File: config.mk
export PLATFORM = sky130hd
export DESIGN_NAME = lfsr_step_ctrl_flat
export DESIGN_NICKNAME = d
export VERILOG_FILES = /design/src/rtl/lfsr_ctrl_pkg.sv /design/src/rtl/lfsr_step_ctrl_if.sv /design/src/rtl/rate_divider.sv /design/src/rtl/lfsr_step_ctrl.sv /design/src/flat_wrapper.sv
export SDC_FILE = /design/constraint.sdc
export NUM_CORES = 1
export LEC_CHECK = 0
export ABC_AREA = 1
export CORE_MARGIN = 2
export CORE_UTILIZATION = 55
export DETAILED_ROUTE_END_ITERATION = 16
export PLACE_DENSITY_LB_ADDON = 0.25
export RECOVER_POWER = 50
export SLEW_MARGIN = 5
export SYNTH_ARGS = -nofsm -noshare
export SYNTH_HDL_FRONTEND = slang
export SYNTH_HIERARCHICAL = 1
export SYNTH_SLANG_ARGS = --single-unit
File: constraint.sdc
create_clock -name CCLK -period 2.65 [get_ports CCLK]
set_input_delay 0.53 -clock CCLK [delete_from_list [all_inputs] [get_ports CCLK]]
set_output_delay 0.53 -clock CCLK [all_outputs]
set_load 0.05 [all_outputs]
File: src/rtl/lfsr_ctrl_pkg.sv
// rtl/lfsr_ctrl_pkg.sv - shared state/rate encodings and step period helper for lfsr_step_ctrl
package lfsr_ctrl_pkg;

  typedef enum logic [1:0] {
    ST_IDLE   = 2'd0,
    ST_RUN    = 2'd1,
    ST_BURST  = 2'd2,
    ST_SINGLE = 2'd3
  } state_t;

  typedef enum logic [1:0] {
    RATE_1HZ = 2'd0,
    RATE_2HZ = 2'd1,
    RATE_4HZ = 2'd2,
    RATE_8HZ = 2'd3
  } rate_t;

  // Each rate step halves the period, so the terminal count is a plain shift of the clock rate.
  function automatic logic [31:0] calc_tc(input int clk_hz, input logic [1:0] rate);
    return 32'(clk_hz >> rate) - 32'd1;
  endfunction

endpackage

File: src/rtl/lfsr_step_ctrl_if.sv
// rtl/lfsr_step_ctrl_if.sv - request/status bundle between board I/O and the step controller
interface lfsr_step_ctrl_if;
  logic       run_req;
  logic       step_req;
  logic       burst_req;
  logic [1:0] rate_sel;
  logic [7:0] burst_len;
  logic       step_en;
  logic       busy;
  logic [1:0] mode;
  logic [7:0] steps_left;

  modport master (
    output run_req, step_req, burst_req, rate_sel, burst_len,
    input  step_en, busy, mode, steps_left
  );

  modport slave (
    input  run_req, step_req, burst_req, rate_sel, burst_len,
    output step_en, busy, mode, steps_left
  );
endinterface

File: src/rtl/rate_divider.sv
// rtl/rate_divider.sv - step period counter with clear, programmable terminal count and wrap pulse
module rate_divider #(
  parameter int W = 27
) (
  input  logic         CCLK,
  input  logic         rst,
  input  logic         clr,
  input  logic         en,
  input  logic [W-1:0] tc,
  output logic         wrap
);
  logic [W-1:0] cnt;

  // A clear in the same cycle suppresses the wrap, so a stop request beats a due step.
  assign wrap = en && !clr && (cnt == tc);

  always_ff @(posedge CCLK or posedge rst) begin
    if (rst) begin
      cnt <= '0;
    end else if (clr) begin
      cnt <= '0;
    end else if (en) begin
      cnt <= wrap ? '0 : cnt + W'(1);
    end
  end
endmodule

File: src/rtl/lfsr_step_ctrl.sv
// rtl/lfsr_step_ctrl.sv - LFSR step sequencer (run / burst / single) producing step enables on CCLK
// Optional LFSR_CTRL_INPUT_SYNC_EN: requests are raw button levels, synchronized and edge-detected.
module lfsr_step_ctrl
  import lfsr_ctrl_pkg::*;
#(
  parameter int CLK_HZ    = 100000000,
  parameter int DIV_WIDTH = 27
) (
  input logic             CCLK,
  input logic             rst,
  lfsr_step_ctrl_if.slave bus
);
  state_t               mode_q;
  rate_t                rate_reg;
  logic                 step_en_q;
  logic [7:0]           steps_left_q;
  logic                 run_p;
  logic                 step_p;
  logic                 burst_p;
  logic                 cnt_en;
  logic                 cnt_clr;
  logic                 wrap;
  logic [DIV_WIDTH-1:0] tc;

`ifdef LFSR_CTRL_INPUT_SYNC_EN
  logic [2:0] sync1;
  logic [2:0] sync2;
  logic [2:0] sync3;
  logic [2:0] req_q;

  always_ff @(posedge CCLK or posedge rst) begin
    if (rst) begin
      sync1 <= '0;
      sync2 <= '0;
      sync3 <= '0;
      req_q <= '0;
    end else begin
      sync1 <= {bus.run_req, bus.burst_req, bus.step_req};
      sync2 <= sync1;
      sync3 <= sync2;
      req_q <= sync2 & ~sync3;
    end
  end

  assign {run_p, burst_p, step_p} = req_q;
`else
  assign run_p   = bus.run_req;
  assign burst_p = bus.burst_req;
  assign step_p  = bus.step_req;
`endif

  assign tc      = DIV_WIDTH'(calc_tc(CLK_HZ, rate_reg));
  assign cnt_en  = (mode_q == ST_RUN) || (mode_q == ST_BURST);
  assign cnt_clr = !cnt_en || run_p;

  rate_divider #(.W(DIV_WIDTH)) u_div (
    .CCLK (CCLK),
    .rst  (rst),
    .clr  (cnt_clr),
    .en   (cnt_en),
    .tc   (tc),
    .wrap (wrap)
  );

  always_ff @(posedge CCLK or posedge rst) begin
    if (rst) begin
      mode_q       <= ST_IDLE;
      rate_reg     <= RATE_1HZ;
      step_en_q    <= 1'b0;
      steps_left_q <= '0;
    end else begin
      step_en_q <= 1'b0;
      case (mode_q)
        ST_IDLE: begin
          if (run_p) begin
            mode_q   <= ST_RUN;
            rate_reg <= rate_t'(bus.rate_sel);
          end else if (burst_p && bus.burst_len != 8'd0) begin
            mode_q       <= ST_BURST;
            rate_reg     <= rate_t'(bus.rate_sel);
            steps_left_q <= bus.burst_len;
          end else if (step_p) begin
            mode_q <= ST_SINGLE;
          end
        end
        ST_RUN: begin
          if (run_p) begin
            mode_q <= ST_IDLE;
          end else if (wrap) begin
            step_en_q <= 1'b1;
            rate_reg  <= rate_t'(bus.rate_sel);
          end
        end
        ST_BURST: begin
          if (run_p) begin
            mode_q       <= ST_IDLE;
            steps_left_q <= '0;
          end else if (wrap) begin
            step_en_q    <= 1'b1;
            rate_reg     <= rate_t'(bus.rate_sel);
            steps_left_q <= steps_left_q - 8'd1;
            if (steps_left_q == 8'd1) begin
              mode_q <= ST_IDLE;
            end
          end
        end
        ST_SINGLE: begin
          step_en_q <= 1'b1;
          mode_q    <= ST_IDLE;
        end
        default: mode_q <= ST_IDLE;
      endcase
    end
  end

  assign bus.step_en    = step_en_q;
  assign bus.busy       = (mode_q != ST_IDLE);
  assign bus.mode       = mode_q;
  assign bus.steps_left = steps_left_q;
endmodule

File: src/flat_wrapper.sv
// flat-port wrapper written by rule: the top's interface ports become plain ports
module lfsr_step_ctrl_flat import lfsr_ctrl_pkg::*;
#(
  parameter int CLK_HZ    = 100000000,
  parameter int DIV_WIDTH = 27
)
  (CCLK, rst, bus_run_req, bus_step_req, bus_burst_req, bus_rate_sel, bus_burst_len, bus_step_en, bus_busy, bus_mode, bus_steps_left);
  lfsr_step_ctrl_if bus_i ();
  input logic CCLK;
  input logic rst;
  input wire logic [$bits(bus_i.run_req)-1:0] bus_run_req;
  input wire logic [$bits(bus_i.step_req)-1:0] bus_step_req;
  input wire logic [$bits(bus_i.burst_req)-1:0] bus_burst_req;
  input wire logic [$bits(bus_i.rate_sel)-1:0] bus_rate_sel;
  input wire logic [$bits(bus_i.burst_len)-1:0] bus_burst_len;
  output wire logic [$bits(bus_i.step_en)-1:0] bus_step_en;
  output wire logic [$bits(bus_i.busy)-1:0] bus_busy;
  output wire logic [$bits(bus_i.mode)-1:0] bus_mode;
  output wire logic [$bits(bus_i.steps_left)-1:0] bus_steps_left;
  assign bus_i.run_req = bus_run_req;
  assign bus_i.step_req = bus_step_req;
  assign bus_i.burst_req = bus_burst_req;
  assign bus_i.rate_sel = bus_rate_sel;
  assign bus_i.burst_len = bus_burst_len;
  assign bus_step_en = bus_i.step_en;
  assign bus_busy = bus_i.busy;
  assign bus_mode = bus_i.mode;
  assign bus_steps_left = bus_i.steps_left;
  lfsr_step_ctrl #(.CLK_HZ(CLK_HZ), .DIV_WIDTH(DIV_WIDTH)) u_core (.CCLK(CCLK), .rst(rst), .bus(bus_i));
endmodule
# Word level (Yosys, flattened, before mapping)
# Index checks and enable logic that the tools add are counted.
# totals
ff_bits	40
latchBits	0
ramBits	0
rom_bits	0
inputBits	15
word_cells	64
memories	0
# classes
addsub	3
n_mul	0
n_div	0
magnitude_cmp	0
eq_ne	14
shift	1
n_mux	24
bitwise_logic	0
reduce_logical	17
# ops
op	count
27-bit 2-to-1 mux	3
8-bit 2-to-1 mux	4
27-bit by 1-bit adder with 27-bit output, second input constant	1
27-bit == test	1
27-bit by 2-bit >> shifter with 27-bit output, first input constant	1
27-bit by 1-bit subtractor with 27-bit output, second input constant	1
2-bit 2-to-1 mux	11
8-bit one-hot mux with 2 select lines	1
4-bit AND reduction	3
8-bit by 1-bit == test with 1-bit output, second input constant	1
2-bit one-hot mux with 4 select lines	1
2-bit nonzero test	4
8-bit nonzero test	1
8-bit by 1-bit subtractor with 8-bit output, second input constant	1
2-bit inequality test, second input constant	3
3-bit inequality test, second input constant	2
2-bit == test, second input constant	2
2-bit by 1-bit inequality test with 1-bit output, second input constant	2
4-bit by 3-bit inequality test with 1-bit output, second input constant	1
2-bit one-hot mux with 2 select lines	1
1-bit logical AND	3
3-bit by 2-bit inequality test with 1-bit output, second input constant	1
2-bit by 1-bit == test with 1-bit output, second input constant	1
1-bit zero test	2
other kinds (5)	7

# Depth between registers and ports, before layout
# depth
word_depth	10
ltp_mapped	19

# Modules after synthesis
# The synthesis kept the hierarchy.
# by_module_without_submodules
module	instances	cells_per_inst	area_each_um2	seq_area_each_um2
rate_divider	1	299	2170.8	675.6
lfsr_step_ctrl	1	172	1103.6	325.3

# Least setup slack after synthesis
# No wires, ideal clock.
# synth_path
path_type	register to register
from	reg u_core.rate_reg[1]
to	reg u_core.mode_q[0], in the netlist u_core/bus.mode[0]
arrival_time_ns	2.200
path_slack_ns	0.332
path_stages_with_launch	18
synth_period_minus_slack_ns	2.318
cell_sequence	dfrtp_1 > nand2_1 > inv_1 > ha_1 > inv_1 > xnor2_1 > nand2_1 > nor2_1 > nand2_1 > nor2_2 > nand2_4 > nor3_1 > or2_4 > nand2_1 > nor2_2 > nand2_1 > nand2_1 > nand2_1
# synth_via
elab_chain_len	6
# synth_rtl
element	line	source
start, declared	lfsr_step_ctrl.sv:14	rate_t rate_reg;
start signal, assigned	lfsr_step_ctrl.sv:77	rate_reg <= rate_t'(bus.rate_sel);
start signal, assigned	lfsr_step_ctrl.sv:80	rate_reg <= rate_t'(bus.rate_sel);
start signal, assigned	lfsr_step_ctrl.sv:91	rate_reg <= rate_t'(bus.rate_sel);
27-bit by 2-bit >> shifter with 27-bit output	lfsr_ctrl_pkg.sv:20	return 32'(clk_hz >> rate) - 32'd1;
27-bit by 1-bit subtractor with 27-bit output	lfsr_ctrl_pkg.sv:20	
via u_core.tc[14]	lfsr_step_ctrl.sv:23	logic [DIV_WIDTH-1:0] tc;
27-bit == test	rate_divider.sv:15	assign wrap = en && !clr && (cnt == tc);
1-bit logical AND	rate_divider.sv:15	
via u_core.wrap	lfsr_step_ctrl.sv:22	logic wrap;
3-bit inequality test (no line)	n/a	
4-bit AND reduction (no line)	n/a	
end signal, assigned	lfsr_step_ctrl.sv:67	mode_q <= ST_IDLE;
end signal, assigned	lfsr_step_ctrl.sv:76	mode_q <= ST_RUN;
end signal, assigned	lfsr_step_ctrl.sv:79	mode_q <= ST_BURST;
end, declared	lfsr_step_ctrl.sv:13	state_t mode_q;
# The timed path passes the listed nets, and every way through them passes these cells.
# A chain may end at the register's enable or synchronous reset.

# Final worst setup path
# layout_path
from	reg u_core.rate_reg[1]
to	reg u_core.steps_left_q[5], in the netlist u_core/bus.steps_left[5]
# layout_via
elab_chain_len	6
# layout_rtl
element	line	source
27-bit by 2-bit >> shifter with 27-bit output	lfsr_ctrl_pkg.sv:20	
27-bit by 1-bit subtractor with 27-bit output	lfsr_ctrl_pkg.sv:20	
via u_core.tc[15]	lfsr_step_ctrl.sv:23	
27-bit == test	rate_divider.sv:15	
1-bit logical AND	rate_divider.sv:15	
via u_core.wrap	lfsr_step_ctrl.sv:22	
3-bit inequality test (no line)	n/a	
4-bit AND reduction (no line)	n/a	
end signal, assigned	lfsr_step_ctrl.sv:81	steps_left_q <= bus.burst_len;
end signal, assigned	lfsr_step_ctrl.sv:101	steps_left_q <= steps_left_q - 8'd1;
end, declared	lfsr_step_ctrl.sv:16	logic [7:0] steps_left_q;
# The timed path passes the listed nets, and every way through them passes these cells.

==> flow_metrics.env <==
export IMPL_status="finished, violations left"
export IMPL_violations="capacitance limit, slew limit"
export IMPL_clkSinkCount=40
export IMPL_setup_violations=0
export IMPL_slew_headroom=-0.01308
export IMPL_path_max_fanout=8
export IMPL_maxCapViolCount=1
export IMPL_core_area_um2=5851
export IMPL_synthAdderAreaFrac=0.03821
export IMPL_grt_pass1_wl_um=13080
export IMPL_crit_path_end_kind="register"
export IMPL_hold_end="u_core/bus.steps_left[1]"
export IMPL_ys_seq_elements=40
export IMPL_fmax_mhz=426.1
export IMPL_rsz0062_at_grt="false"
export IMPL_root_buffer="clkbuf_8"
export IMPL_h_tree_depth=2
export IMPL_syn_inst=471
export IMPL_die_h_um=81.16
export IMPL_worstHoldStart="u_core/bus.steps_left[1]"
export IMPL_hold_class="reg -> reg"
export IMPL_placementRows=28
export IMPL_num_antenna_cells=0
export IMPL_cts_buffers=5
export IMPL_startpoint_type="register"
export IMPL_holdWs_ns=0.5391
export IMPL_power_leakage_nw=1.866
export IMPL_drcViolationCount=0
export IMPL_synth_compound_area_frac=0.08101
export IMPL_fin_util=0.6478
export IMPL_hold_viol=0
export IMPL_place_hpwl_um=5699
export IMPL_io_buffers=26
export IMPL_synth_xor_xnor_area_share=0.09897
export IMPL_min_period_over_period=0.8856
export IMPL_peakVddDrop_mv=0.6887
export IMPL_clk_latency_ns=0.30
export IMPL_min_period_ns=2.347
export IMPL_reg2reg_to="u_core/bus.steps_left[5]"
export IMPL_placed_cells=579
export IMPL_cts_clk_slew_worst_paths_ns=0.08
export IMPL_final_common_cell="nand2_1"
export IMPL_top_register="u_core/u_div/cnt"
export IMPL_synth_cell_types=32
export IMPL_synth_warnings=6
export IMPL_setup_tns_ns=0
export IMPL_final_cell_mix="161 x nand2_1, 57 x inv_1, 38 x nor2_1, 38 x dfrtp_1, 30 x nand3_1"
export IMPL_layoutNonFillerInstCount=588
export IMPL_synth_top_family_by_area="simple AND/OR/NAND/NOR gates"
export IMPL_rrSetupSlack_ns=0.30
export IMPL_rr_worst_depth=19
export IMPL_synth_simple_area_share=0.3825
export IMPL_worstPathArrival_ns=2.53
export IMPL_synth_seq_area_share=0.3057
export IMPL_io_pin_count=27
export IMPL_nets=537
export IMPL_die_w_um=81.16
export IMPL_drv_slew=28
export IMPL_first_pass_iters=5
export IMPL_cts_tree="built"
export IMPL_routed_wl_um=7669
export IMPL_cts_buffer_depth=2
export IMPL_powerDensity_nw_per_um2=815.6
export IMPL_crit_required_ns=2.84
export IMPL_grtUsageTotal=0.2578
export IMPL_vias_per_cell=5.146
export IMPL_grt_overflow=0
export IMPL_grt_start_max_net_pins=28
export IMPL_critical_path_class="reg -> reg"
export IMPL_vias=3026
export IMPL_worst_pin_slew_ns=1.520
export IMPL_grt_pass1_vias=2886
export IMPL_synth_area_per_cell_um2=6.952
export IMPL_dieArea_um2=6587
export IMPL_antenna_left=0
export IMPL_gp_congestion=0.9689
export IMPL_synth_mux_area_frac=0
export IMPL_first_iter_violations=123
export IMPL_fin_skew_ns=0.009535
export IMPL_power_w=0.003091
export IMPL_cts_hold_fix_buffers=0
export IMPL_start_util=0.5597
export IMPL_area_delta_synth_final_pct=15.74
export IMPL_syn_area_um2=3274
export IMPL_largest_register_ffs=27
export IMPL_reg2reg_from="u_core/rate_reg[1]"
export IMPL_grt_antenna_before_repair=0
export IMPL_holdPathStages=2
export IMPL_wl_per_cell_um=13.04
export IMPL_drive_above_1_share=0.1326
[critical path, stage by stage, from the launching register on]
cell	delay, ns
dfrtp_2	0.43
inv_1	0.05
nor2_1	0.12
inv_1	0.11
ha_1	0.18
nand2_1	0.06
inv_1	0.04
xnor2_1	0.13
nand2_1	0.06
nor2_1	0.08
nand2_1	0.07
nor2_2	0.13
nand2_4	0.07
nor3_4	0.12
or2_4	0.15
o21ai_2	0.08
inv_4	0.13
nand2_8	0.07
nand2_1	0.07
nand2_1	0.05
[final cells by class]
cell class	instances	area, µm²
clock inverter	2	35.03
inverter	62	235.2
clock buffer	6	72.57
multi-input combinational	370	2038
timing repair buffer	33	311.5
tap	75	93.84
fill	509	2061
sequential	40	1003
[metal layers]
metal / GRT usage / wire length, µm / share of wire / vias up
li1: - / - / - / 1532
met1: 0.3463 / 3516 / 0.46 / 1392
met2: 0.4017 / 3514 / 0.46 / 82
met3: 0.06222 / 449 / 0.059 / 20
met4: 0.09831 / 189 / 0.025 / 0
met5: 0 / 0 / 0 / -
[cells in the mapped netlist]
cell	n	share of area
a21oi_1	5	0.0076
buf_2	3	0.0046
buf_6	3	0.010
clkbuf_1	4	0.0046
conb_1	2	0.0023
dfrtp_1	40	0.31
ha_1	10	0.038
inv_1	57	0.065
inv_2	4	0.0046
inv_4	1	0.0019
nand2_1	162	0.19
nand2_2	7	0.013
nand2_4	3	0.010
nand2_8	1	0.0061
nand3_1	30	0.046
nand3_2	1	0.0031
nand3_4	1	0.0054
nand3b_1	2	0.0046
nand4_1	12	0.023
nor2_1	38	0.044
nor2_2	6	0.011
nor2_4	3	0.010
nor2_8	1	0.0061
nor3_1	4	0.0061
nor3_4	1	0.0050
o21ai_0	7	0.011
o21ai_1	1	0.0015
o21ai_2	20	0.053
o22ai_1	4	0.0076
or2_4	1	0.0027
xnor2_1	25	0.067
xor2_1	12	0.032
[worst max path at each step]
stage / startpoint / to / slack, ns / cells after the start
floorplan: u_core/rate_reg[1] / u_core/bus.mode[0] / 0.33 / 17
global placement: u_core/rate_reg[0] / u_core/bus.steps_left[5] / 0.13 / 16
detailed placement: u_core/rate_reg[0] / u_core/bus.steps_left[5] / 0.08 / 16
CTS: u_core/rate_reg[0] / u_core/bus.steps_left[7] / 0.02 / 16
global route: u_core/rate_reg[1] / u_core/bus.mode[1] / 0.03 / 19
finish: u_core/rate_reg[1] / u_core/bus.steps_left[5] / 0.30 / 19
[cell families after synthesis]
logic type / after synthesis
buffers and inverters: 72
and+or+nand+nor: 273
AOI/OAI and AO/OA: 37
other: 2
DFF: 40
xor gates and xnor gates: 37
adders and majority gates: 10
[stage by stage]
stage	setup WS (ns)	area, µm²
after floorplan	0.3322	3316
after global placement	0.1307	3651
after detailed placement	0.07863	3651
after CTS	0.02175	3759
after global routing	0.03425	3790
final	0.3031	3790
[power by group]
| part | internal [W] | leakage (nW) | total, W | switching [W] |
|---|---|---|---|---|
| clock | 0.000280 | 0.0552 | 0.000505 | 0.000225 |
| sequential | 0.000713 | 0.538 | 0.000864 | 0.000151 |
| combinational | 0.000577 | 1.27 | 0.00172 | 0.00114 |
[what timing repair did]
item,4_1_cts,5_1_grt
gates resized for setup,0,8
endpoints found under the setup margin,0,14
setup buffers,0,1
Power figures use the tool's default switching activity.
